`src/rtl/phase_gen_pkg.sv`:
```
// Shared FSM type and default sizing for the transducer phase generator.
package phase_gen_pkg;

   typedef enum logic [1:0] {
      StIdle,
      StRun,
      StDrain
   } phase_state_e;

   localparam int unsigned DefNumCh  = 8;
   localparam int unsigned DefPeriod = 25;
   localparam int unsigned DefCntW   = 5;
   localparam int unsigned DefChW    = 3;
   localparam int unsigned Half      = DefPeriod / 2;

   function automatic int unsigned half_of(input int unsigned period);
      return period / 2;
   endfunction

endpackage

```
`src/rtl/phase_gen_ch.sv`:
```
// One transducer channel: active phase register and modular compare that
// yields the un-registered drive bit for the current period count.
module phase_gen_ch
   import phase_gen_pkg::*;
#(
   parameter int unsigned PERIOD = DefPeriod,
   parameter int unsigned CNT_W  = DefCntW
) (
   input  logic             i_clk,
   input  logic             i_rst_n,
   input  logic             i_load,
   input  logic [CNT_W-1:0] i_phase,
   input  logic [CNT_W-1:0] i_cnt,
   output logic             o_drive
);

   localparam logic [CNT_W:0] LimPeriod = (CNT_W+1)'(PERIOD);
   localparam logic [CNT_W:0] LimHalf   = (CNT_W+1)'(half_of(PERIOD));

   logic [CNT_W-1:0] r_phase;
   logic [CNT_W:0]   w_diff;

   always_ff @(posedge i_clk) begin
      if (!i_rst_n) begin
         r_phase <= '0;
      end else if (i_load) begin
         r_phase <= i_phase;
      end
   end

   // Distance of the count past this channel's phase, modulo PERIOD.
   always_comb begin
      if (i_cnt >= r_phase) begin
         w_diff = {1'b0, i_cnt} - {1'b0, r_phase};
      end else begin
         w_diff = {1'b0, i_cnt} + LimPeriod - {1'b0, r_phase};
      end
      o_drive = (w_diff < LimHalf);
   end

endmodule

```
`src/rtl/transducer_phase_gen.sv`:
```
// Multi-channel phased square-wave generator stepped by clock_divider's slow
// clock. Optional per-channel output mask is enabled by PHASE_GEN_MASK_EN.
module transducer_phase_gen
   import phase_gen_pkg::*;
#(
   parameter int unsigned NUM_CH = DefNumCh,
   parameter int unsigned PERIOD = DefPeriod,
   parameter int unsigned CNT_W  = DefCntW,
   parameter int unsigned CH_W   = DefChW
) (
   input  logic              clock_in,
   input  logic              rst,
   input  logic              tick_in,
   input  logic              run,
   input  logic              wr_valid,
   output logic              wr_ready,
   input  logic [CH_W-1:0]   wr_ch,
   input  logic [CNT_W-1:0]  wr_phase,
   input  logic              commit,
`ifdef PHASE_GEN_MASK_EN
   input  logic              mask_valid,
   input  logic [NUM_CH-1:0] mask_data,
`endif
   output logic [NUM_CH-1:0] drive_out,
   output logic              sync_out,
   output logic              busy
);

   localparam logic [CNT_W-1:0] LastCnt = CNT_W'(PERIOD - 1);

   phase_state_e      r_state;
   phase_state_e      w_state_next;
   logic              r_tick_d;
   logic [CNT_W-1:0]  r_cnt;
   logic              r_pending;
   logic [CNT_W-1:0]  r_shadow [NUM_CH];
   logic [NUM_CH-1:0] r_drive;
   logic              r_sync;

   logic              w_step;
   logic              w_wrap;
   logic              w_load;
   logic              w_accept;
   logic [CNT_W-1:0]  w_sat;
   logic [NUM_CH-1:0] w_pre;
   logic [NUM_CH-1:0] w_en;

   assign w_step   = tick_in & ~r_tick_d;
   assign w_wrap   = (r_state != StIdle) & w_step & (r_cnt == LastCnt);
   // Commit lands on a period boundary, or straight away when nothing is running.
   assign w_load   = r_pending & (w_wrap | (r_state == StIdle));
   assign w_accept = wr_valid & wr_ready;
   assign w_sat    = (wr_phase > LastCnt) ? LastCnt : wr_phase;

   always_ff @(posedge clock_in) begin
      if (!rst) begin
         r_state <= StIdle;
      end else begin
         r_state <= w_state_next;
      end
   end

   always_comb begin
      w_state_next = r_state;
      unique case (r_state)
         StIdle:  if (run) w_state_next = StRun;
         StRun:   if (!run) w_state_next = StDrain;
         StDrain: begin
            if (run) begin
               w_state_next = StRun;
            end else if (w_wrap) begin
               w_state_next = StIdle;
            end
         end
         default: w_state_next = StIdle;
      endcase
   end

   always_comb begin
      busy     = (r_state != StIdle);
      wr_ready = ~r_pending;
   end

   always_ff @(posedge clock_in) begin
      if (!rst) begin
         r_tick_d  <= 1'b0;
         r_cnt     <= '0;
         r_pending <= 1'b0;
         r_sync    <= 1'b0;
         r_drive   <= '0;
      end else begin
         r_tick_d <= tick_in;
         if (r_state == StIdle) begin
            r_cnt <= '0;
         end else if (w_step) begin
            r_cnt <= (r_cnt == LastCnt) ? '0 : r_cnt + 1'b1;
         end
         if (w_load) begin
            r_pending <= 1'b0;
         end else if (commit) begin
            r_pending <= 1'b1;
         end
         r_sync  <= w_wrap;
         r_drive <= (r_state == StIdle) ? '0 : (w_pre & w_en);
      end
   end

   // Writes to channels beyond NUM_CH match no entry and are dropped.
   always_ff @(posedge clock_in) begin
      for (int i = 0; i < NUM_CH; i++) begin
         if (!rst) begin
            r_shadow[i] <= '0;
         end else if (w_accept && (wr_ch == CH_W'(i))) begin
            r_shadow[i] <= w_sat;
         end
      end
   end

`ifdef PHASE_GEN_MASK_EN
   logic [NUM_CH-1:0] r_mask_shadow;
   logic [NUM_CH-1:0] r_mask_active;

   always_ff @(posedge clock_in) begin
      if (!rst) begin
         r_mask_shadow <= '1;
         r_mask_active <= '1;
      end else begin
         if (mask_valid) r_mask_shadow <= mask_data;
         if (w_load) r_mask_active <= r_mask_shadow;
      end
   end

   assign w_en = r_mask_active;
`else
   assign w_en = '1;
`endif

   for (genvar g = 0; g < NUM_CH; g++) begin : g_ch
      phase_gen_ch #(
         .PERIOD(PERIOD),
         .CNT_W (CNT_W)
      ) u_ch (
         .i_clk  (clock_in),
         .i_rst_n(rst),
         .i_load (w_load),
         .i_phase(r_shadow[g]),
         .i_cnt  (r_cnt),
         .o_drive(w_pre[g])
      );
   end

   assign drive_out = r_drive;
   assign sync_out  = r_sync;

endmodule

```
`config.mk`:
```
export PLATFORM = sky130hd
export DESIGN_NAME = transducer_phase_gen
export DESIGN_NICKNAME = d
export VERILOG_FILES = /design/src/rtl/phase_gen_pkg.sv /design/src/rtl/phase_gen_ch.sv /design/src/rtl/transducer_phase_gen.sv
export SDC_FILE = /design/constraint.sdc
export NUM_CORES = 1
export LEC_CHECK = 0
export CORE_MARGIN = 3
export CORE_UTILIZATION = 30
export DETAILED_ROUTE_END_ITERATION = 8
export GPL_ROUTABILITY_DRIVEN = 0
export SETUP_SLACK_MARGIN = 0.5
export SLEW_MARGIN = 20
export SYNTH_ARGS = -nofsm -noshare
export SYNTH_HDL_FRONTEND = slang
export SYNTH_SLANG_ARGS = --single-unit
```
`constraint.sdc`:
```
create_clock -name clock_in -period 3.5 [get_ports clock_in]
set_input_delay 0.525 -clock clock_in [delete_from_list [all_inputs] [get_ports clock_in]]
set_output_delay 0.525 -clock clock_in [all_outputs]
set_load 0.005 [all_outputs]
```
; ---- Word-level counts from Yosys, hierarchy flattened
; Memory sizes are Yosys's and may differ from the RTL's. A register that Yosys moved wholly into a read port is not among the register bits.
; Cells that the tools add are included.
[op_classes]
n_reduce_logical = 22
muxes = 48
eq_ne = 13
n_lt_le_gt_ge = 17
bitwise = 17
add_sub_neg = 18
[ops]
columns = op, n
row1 = $mux 5, 10
row2 = $lt 6x4->1 const B, 8
row3 = $mux 6, 8
row4 = $sub 5x5->6, 8
row5 = $sub 6x5->6, 8
row6 = $ge 5x5->1, 8
row7 = $mux 1, 25
row8 = $eq 3x3->1 const B, 4
row9 = $or 1x1->1, 9
row10 = $logic_and 1x1->1, 8
row11 = $logic_not 1->1, 8
row12 = $mux 2, 4
row13 = $add 5x5->6 const B, 1
row14 = $eq 3x2->1 const B, 2
row15 = $pmux 2 s3, 1
row16 = $add 5x1->5 const B, 1
row17 = $and 1x1->1, 5
row18 = $eq 5x5->1 const B, 1
row19 = $gt 5x5->1 const B, 1
row20 = $ne 2x2->1 const B, 2
row21 = $reduce_or 2->1, 2
row22 = $eq 3x1->1 const B, 1
row23 = $logic_not 3->1, 1
row24 = $ne 3x3->1 const B, 1
row25 = other kinds (6), 8
[word_totals]
mem_bits_rw = 40
out_inout_bits = 11
memories = 1
regBits = 18
inputBits = 14
[memory_table]
columns = memory, depth, word_bits, read_ports, rd_clocked_by_memory_dff, write_ports, line
row1 = r_shadow, 8, 5, 8, 8, 8, transducer_phase_gen.sv:36  ; logic [CNT_W-1:0] r_shadow [NUM_CH];

; ---- Logic depth before layout (Yosys ltp)
; Gate-level depths: netlist of run 1.
[depth]
ltp_word = 7
ltp_mapped = 9
ltp_nobuf = 9

; ---- By module
; From an unflattened synthesis of run 1, not the netlist that was laid out.
[unflattened]
hier_cells = 791
area_unflattened_um2 = 7562.3
[modules_own_cells]
columns = mod, area_each_um2, cells_each, instances
row1 = phase_gen_ch, 660.6, 76, 8
row2 = transducer_phase_gen, 2277.2, 183, 1

; ---- Worst setup path before layout of run 1
; OpenSTA, ideal clock, no wires.
[synth_timing]
path_kind = register to register
from = register r_cnt[0]
to = register r_drive[7], in the netlist drive_out[7]
n_path_buf = 0
setup_time_ns = 0.070
t_required_ns = 3.430
t_arrival_ns = 2.525
slack_ns = 0.904
stages_incl_launch_ff = 9
cell_sequence = dfxtp_1 inv_1 ha_1 ha_1 a21oi_1 o21ai_0 or3_1 a211o_1 a21oi_1
[synth_between]
elab_chain_cells = 4
word_cells_on_any_way = 6
classes_between = add/sub (3) / order compare (2) / mux (1)
[synth_lines]
columns = element, line
row1 = from (decl), transducer_phase_gen.sv:34  ; logic [CNT_W-1:0] r_cnt;
row2 = from (signal assigned), transducer_phase_gen.sv:96  ; r_cnt <= (r_cnt == LastCnt) ? '0 : r_cnt + 1'b1;
row3 = $add 5x5->6, phase_gen_ch.sv:36  ; w_diff = {1'b0, i_cnt} + LimPeriod - {1'b0, r_phase};
row4 = $sub 6x5->6, phase_gen_ch.sv:36
row5 = $mux 6 *, phase_gen_ch.sv:33  ; if (i_cnt >= r_phase) begin
row6 = $lt 6x4->1 *, phase_gen_ch.sv:38  ; o_drive = (w_diff < LimHalf);
row7 = to (signal assigned), transducer_phase_gen.sv:104  ; r_drive <= (r_state == StIdle) ? '0 : (w_pre & w_en);
row8 = to (decl), transducer_phase_gen.sv:37  ; logic [NUM_CH-1:0] r_drive;
; Every way passes the cells marked *; elsewhere a longest branch is shown, timed or not.
; A chain may end at the register's enable or synchronous reset.

; ---- Final worst setup path of run 1
[layout_timing]
from = register r_cnt[0]
to = register r_drive[5], in the netlist drive_out[5]
; Same word-level chain as after synthesis.

==> results of run 1 <==
final timing paths:
path	end	slack, ps	depth (start not counted)
worst max-delay path	drive_out[5]	750	8
worst min-delay path	g_ch[0].u_ch.r_phase[2]	450	2
worst max register to register	drive_out[5]	750	8
worst min register to register	g_ch[0].u_ch.r_phase[2]	450	2
worst reg2reg max path, delay by kind of cell (launching register included):
| family | cells | cell delay (ps) |
|---|---|---|
| compound gates | 4 | 790 |
| fa+ha+maj | 2 | 800 |
| buf+inv | 1 | 260 |
| flops | 1 | 480 |
| simple gates | 1 | 360 |
registers in the layout, summed over array words and instances, names as in the netlist:
signal             flops
r_state                2
r_pending              1
r_cnt                  5
sync_out               1
g_ch.u_ch.r_phase     40
r_tick_d               1
r_shadow              40
drive_out              8
timing repair:
item | in CTS | in global routing
buffers inserted | 0 | 0
gates resized for setup | 2 | 0
endpoints found under the setup margin | 3 | 0
stage by stage:
stage               area [um^2]  hold WS, ps
floorplan                  6220          435
global placement           6830          441
detailed placement         6830          446
CTS                        7110          456
global route               7110          477
finish                     7110          453
kinds of logic after synthesis:
logic type | after synthesis | synth area share [%]
AO/OA/AOI/OAI | 152 | 15.5
XOR/XNOR | 45 | 6.34
adder cells (fa/ha/maj) | 82 | 16.5
buffers and inverters | 68 | 4.27
flip-flops | 98 | 38.0
multiplexers | 2 | 0.322
AND/OR/NAND/NOR | 264 | 19.1
routing by layer:
layer,vias up,global-route usage [%],part of all wire [%]
met4,0,5.44,2.3
met1,2130,18.8,52
met3,18,1.57,2.7
met2,69,19.1,43
li1,2530,-,-
met5,-,0,0
cell usage in the layout (no fill, tap or decap), types with 18 or more instances in the layout:
cell type          n
nor2_1            61
o21ai_0           24
nand2_1          124
clkdlybuf4s50_1   24
a21oi_1           40
inv_1             47
ha_1              81
dfxtp_1           57
a21boi_1          40
edfxtp_1          40
xor2_1            27
xnor2_1           18
report_power, final:
part | switching [uW] | internal (uW)
logic | 192 | 142
clock network | 456 | 505
registers | 21.9 | 1230
layout make-up:
class	instances	area (um^2)	share of cell area (%)
clock buffer	11	243	3.41
clock inverter	5	36.3	0.510
tap	270	338	4.75
timing repair buffer	38	345	4.85
multi-input combinational	545	3600	50.6
sequential	98	2360	33.2
inverter	50	188	2.64
==> results.tsv, run 1 <==
metric	value	unit
run_status	completed	
grt_pass1_vias	4478	
cts_tree	built	
core-area	20300	um^2
cts.sinks	98	
crit_chain	inv_1, ha_2, ha_1, a21oi_1, o21ai_0, or3_1, a211o_1, a21oi_1	
setup_viol	0	
setup_ws	748	ps
area_delta_synth_final	14.4	%
crit_buf_inv	1	
yosysTopAreaCell	edfxtp_1	
htreeDepth	3	
powerDensity	359	nW/um^2
grtUsageTotal	12.9	%
crit_path_end_kind	flip-flop	
setup-tns-final	0	ps
drc	0	
cts_hold_buf	0	
dp_hpwl	10.6	mm
start_util	30.6	%
clk_latency	360	ps
ys_seq_area_share	38.0	%
maxCapViolCount	0	
hold_path_class	reg2reg	
cp_slowest_cell	ha_2	
period_share	78.6	%
synth_flop_cell	dfxtp_1	
netlist_area	6220	um^2
maxSlewHeadroom	39.6	%
finalNonFillerCells	1017	
drt-total-wl	13.9	mm
wire_per_inst	13.7	um
crit_path_max_incr_delay	530	ps
critPathMaxFanout	12	
slew_viol_final	0	
p_leak	0.00268	uW
synthesis.nets	807	
cp_top_family	adder cells	
grt_max_degree	41	
synth_async_sr_flop_share	0	%
synth-seq-cells	98	
crit_path_start	r_cnt[0]	
final_nets	838	
yosys-top-cells-count	nand2_1, ha_1, nor2_1	
root_buffer	clkbuf_16	
cts_buffer_depth	2	
ir_drop	0.242	mV
cp.required	3790	ps
fin_util	35.0	%
pin_count	25	
cp.arrival	3040	ps
cts_buffers	9	
drtAntennaViolNets	0	
path_class	reg2reg	
num_antenna_cells	0	
synth-warning-count	0	
avgSynthCellArea	8.75	um^2
num_vias	4747	
cp-start-kind	flip-flop	
rows	52	
finClkSkew	8.83	ps
worstMarginPinSlew	898	ps
viasPerCell	4.67	
yosysTopAreaCellShare	19.3	%
drive_gt1_share	4.95	%
period_needed	2750	ps
hold_violations	0	
ys_types	52	
r2r_start	r_cnt[0]	
crit_top_cell	a21oi_1	
drtIter0Drc	265	
fin_total_pwr	2550	uW
rsz0062_at_grt	false	
io_buffers	24	
syn_inst	711	
fmax	363	MHz
yosys.cell_count.top_type	nand2_1	
fill_cells	2098	
dpl_worst_slack	411	ps
synth_edf_count	40	
die_area	22500	um^2
synth.area.top_cells	edfxtp_1, dfxtp_1, ha_1	
first_pass_iters	4	
die_y	150	um
grt_pass1_wl	23.0	mm
dpl.cell_count	1001	
die_w	150	um
antenna_found_initial	0	
overflow	0	
path_clk_slew	70	ps
hold_start	g_ch[0].u_ch.r_phase[2]	
(Power assumes the default switching activity.)
==> run 2, diff against run 1 <==
clock period = 2.5 ns   (was 3.5 ns; I/O delays follow)
==> run 2 against run 1 <==
  * Sequential share of layout area fell by 3.2 points
  * First-iteration DRC count rose by 31%
  * Largest cell class unchanged
  * Design area rose by 11%
  * Highest routed layer unchanged
  * Clock-buffer cell count fell by 2
  * Clock power rose by 45%
==> results.tsv, run 2 (synthesis results as in run 1) <==
metric	value	unit	change
run_status	completed		
crit_path_max_incr_delay	400	ps	-130 ps
maxCapViolCount	0		unchanged
final_common_cell	nand2_1		
setup_viol	0		unchanged
crit_path_end_kind	flip-flop		
cp.depth	9		+1
crit_top_cell	a21oi_2		
hold_path_class	reg2reg		
root_buffer	clkbuf_16		
viasPerCell	4.80		+2.9%
maxSlewHeadroom	52.4	%	+13 points
antenna_found_initial	0		unchanged
num_antenna_cells	0		unchanged
grt_pass1_wl	24.6	mm	+7.1%
crit_end	drive_out[1]		
hold_violations	0		unchanged
die_y	150	um	unchanged
fill_cells	2045		-2.5%
io_buffers	24		unchanged
cp.required	2800	ps	-990 ps
dp_hpwl	11.0	mm	+3.8%
cts_buffer_depth	2		unchanged
drc	0		unchanged
first_pass_iters	5		+1
final_cell_mix	nand2_1, ha_1, nor2_1, dfxtp_1, inv_1		
ir_drop	0.344	mV	+42%
path_clk_slew	80	ps	about the same
r2r_slack	280	ps	-470 ps
r2r-end	drive_out[1]		
crit_path_start	r_cnt[0]		
die_w	150	um	unchanged
p_leak	0.00294	uW	+9.8%
drive_gt1_share	15.9	%	+11 points
cts_tree	built		
crit_buf_inv	1		unchanged
num_vias	5061		+6.6%
rsz0062_at_grt	true		
cp_top_family	compound AO/OA/AOI/OAI gates		
crit_chain	nand3_4, xor2_4, buf_6, ha_4, a21oi_2, o21ai_1, or3_1, a211o_1, a21oi_2		
pin_count	25		unchanged
cp_slowest_cell	dfxtp_4		
cp.arrival	2520	ps	-520 ps
rows	52		unchanged
cts_buffers	9		unchanged
die_area	22500	um^2	unchanged
overflow	0		unchanged
powerDensity	468	nW/um^2	+30%
grt_pass1_vias	4744		+5.9%
cp-start-kind	flip-flop		
r2r_start	r_cnt[0]		
cts_hold_buf	0		unchanged
drt-total-wl	15.2	mm	+9.4%
cts.sinks	98		unchanged
clk_latency	360	ps	about the same
slew_viol_final	0		unchanged
fmax	450	MHz	+24%
htreeDepth	3		unchanged
area_delta_synth_final	27.1	%	
rr_worst_depth	9		+1
wire_per_inst	14.4	um	+5.5%
period_share	88.8	%	+10 points
final_nets	875		+4.4%
critPathMaxFanout	5		-7
fin_util	38.9	%	+3.9 points
worstMarginPinSlew	708	ps	-191 ps
finClkSkew	15.1	ps	+6.26 ps
period_needed	2220	ps	-531 ps
start_util	30.6	%	unchanged
setup-tns-final	0	ps	unchanged
core-area	20300	um^2	unchanged
grtUsageTotal	13.9	%	+0.99 points
drtIter0Drc	346		+31%
grt_max_degree	41		unchanged
drtAntennaViolNets	0		unchanged
path_class	reg2reg		
==> run 2: changes by cell type in the layout (fill, tap and decap cells not counted), moves of 4 or more <==
cell     delta
ha_1       -15
a21oi_1    -13
a21oi_2    +11
o21ai_0     -8
ha_4       +16
buf_4      +23
o21ai_1     +5
buf_6       +9
dfxtp_4     +4
==> run 2: worst min-delay path by stage <==
stage | from | end | slack, ps | cells past startpoint
floorplan | g_ch[0].u_ch.r_phase[1] | g_ch[0].u_ch.r_phase[1] | 440 | 2
global placement | g_ch[7].u_ch.r_phase[2] | g_ch[7].u_ch.r_phase[2] | 440 | 2
detailed placement | g_ch[3].u_ch.r_phase[3] | g_ch[3].u_ch.r_phase[3] | 450 | 2
CTS | g_ch[3].u_ch.r_phase[3] | g_ch[3].u_ch.r_phase[3] | 460 | 2
global route | g_ch[3].u_ch.r_phase[3] | g_ch[3].u_ch.r_phase[3] | 470 | 2
finish | g_ch[3].u_ch.r_phase[3] | g_ch[3].u_ch.r_phase[3] | 450 | 2
==> run 2: cell type report <==
type	instances	area [um^2]	area share [%]
inverter	50	188	2.37
clock inverter	7	70.1	0.886
multi-input combinational	545	3990	50.5
timing repair buffer	75	719	9.10
clock buffer	9	225	2.85
tap	270	338	4.27
sequential	98	2380	30.1
==> run 2: report_power, final <==
group / switching [uW] / internal [uW]
clock network: 688 / 702
registers: 31.5 / 1720
logic: 305 / 249
==> run 2: per-layer routing <==
layer  track usage (%)  wire [um]  vias to the layer above
li1                  -          -                     2602
met1              20.2       7700                     2350
met2              20.8       6680                       97
met3              3.33        687                       12
met4              2.97        144                        0
met5                 0          0                        -
==> run 2: repair_timing <==
action,in CTS,in global routing
setup endpoints to repair,9,38
cloned,0,1
setup buffers,18,8
resized for setup,32,26
pin swaps,21,8
==> run 2: worst min-delay path, cell delays in order (launching register included) <==
cell and delay, ps:
dfxtp_1 310, nand2_1 50, a21boi_1 50
==> run 2: through the flow <==
step	instances	hold slack (ps)	setup WS [ps]	power (uW)	area, um^2
global route	1054	472	241	3880	7910
detailed placement	1011	447	59.0	2290	7060
finish	1054	453	279	3700	7910
CTS	1045	456	343	3710	7670
global placement	1011	441	190	2280	7060
floorplan	711	435	331	2120	6350
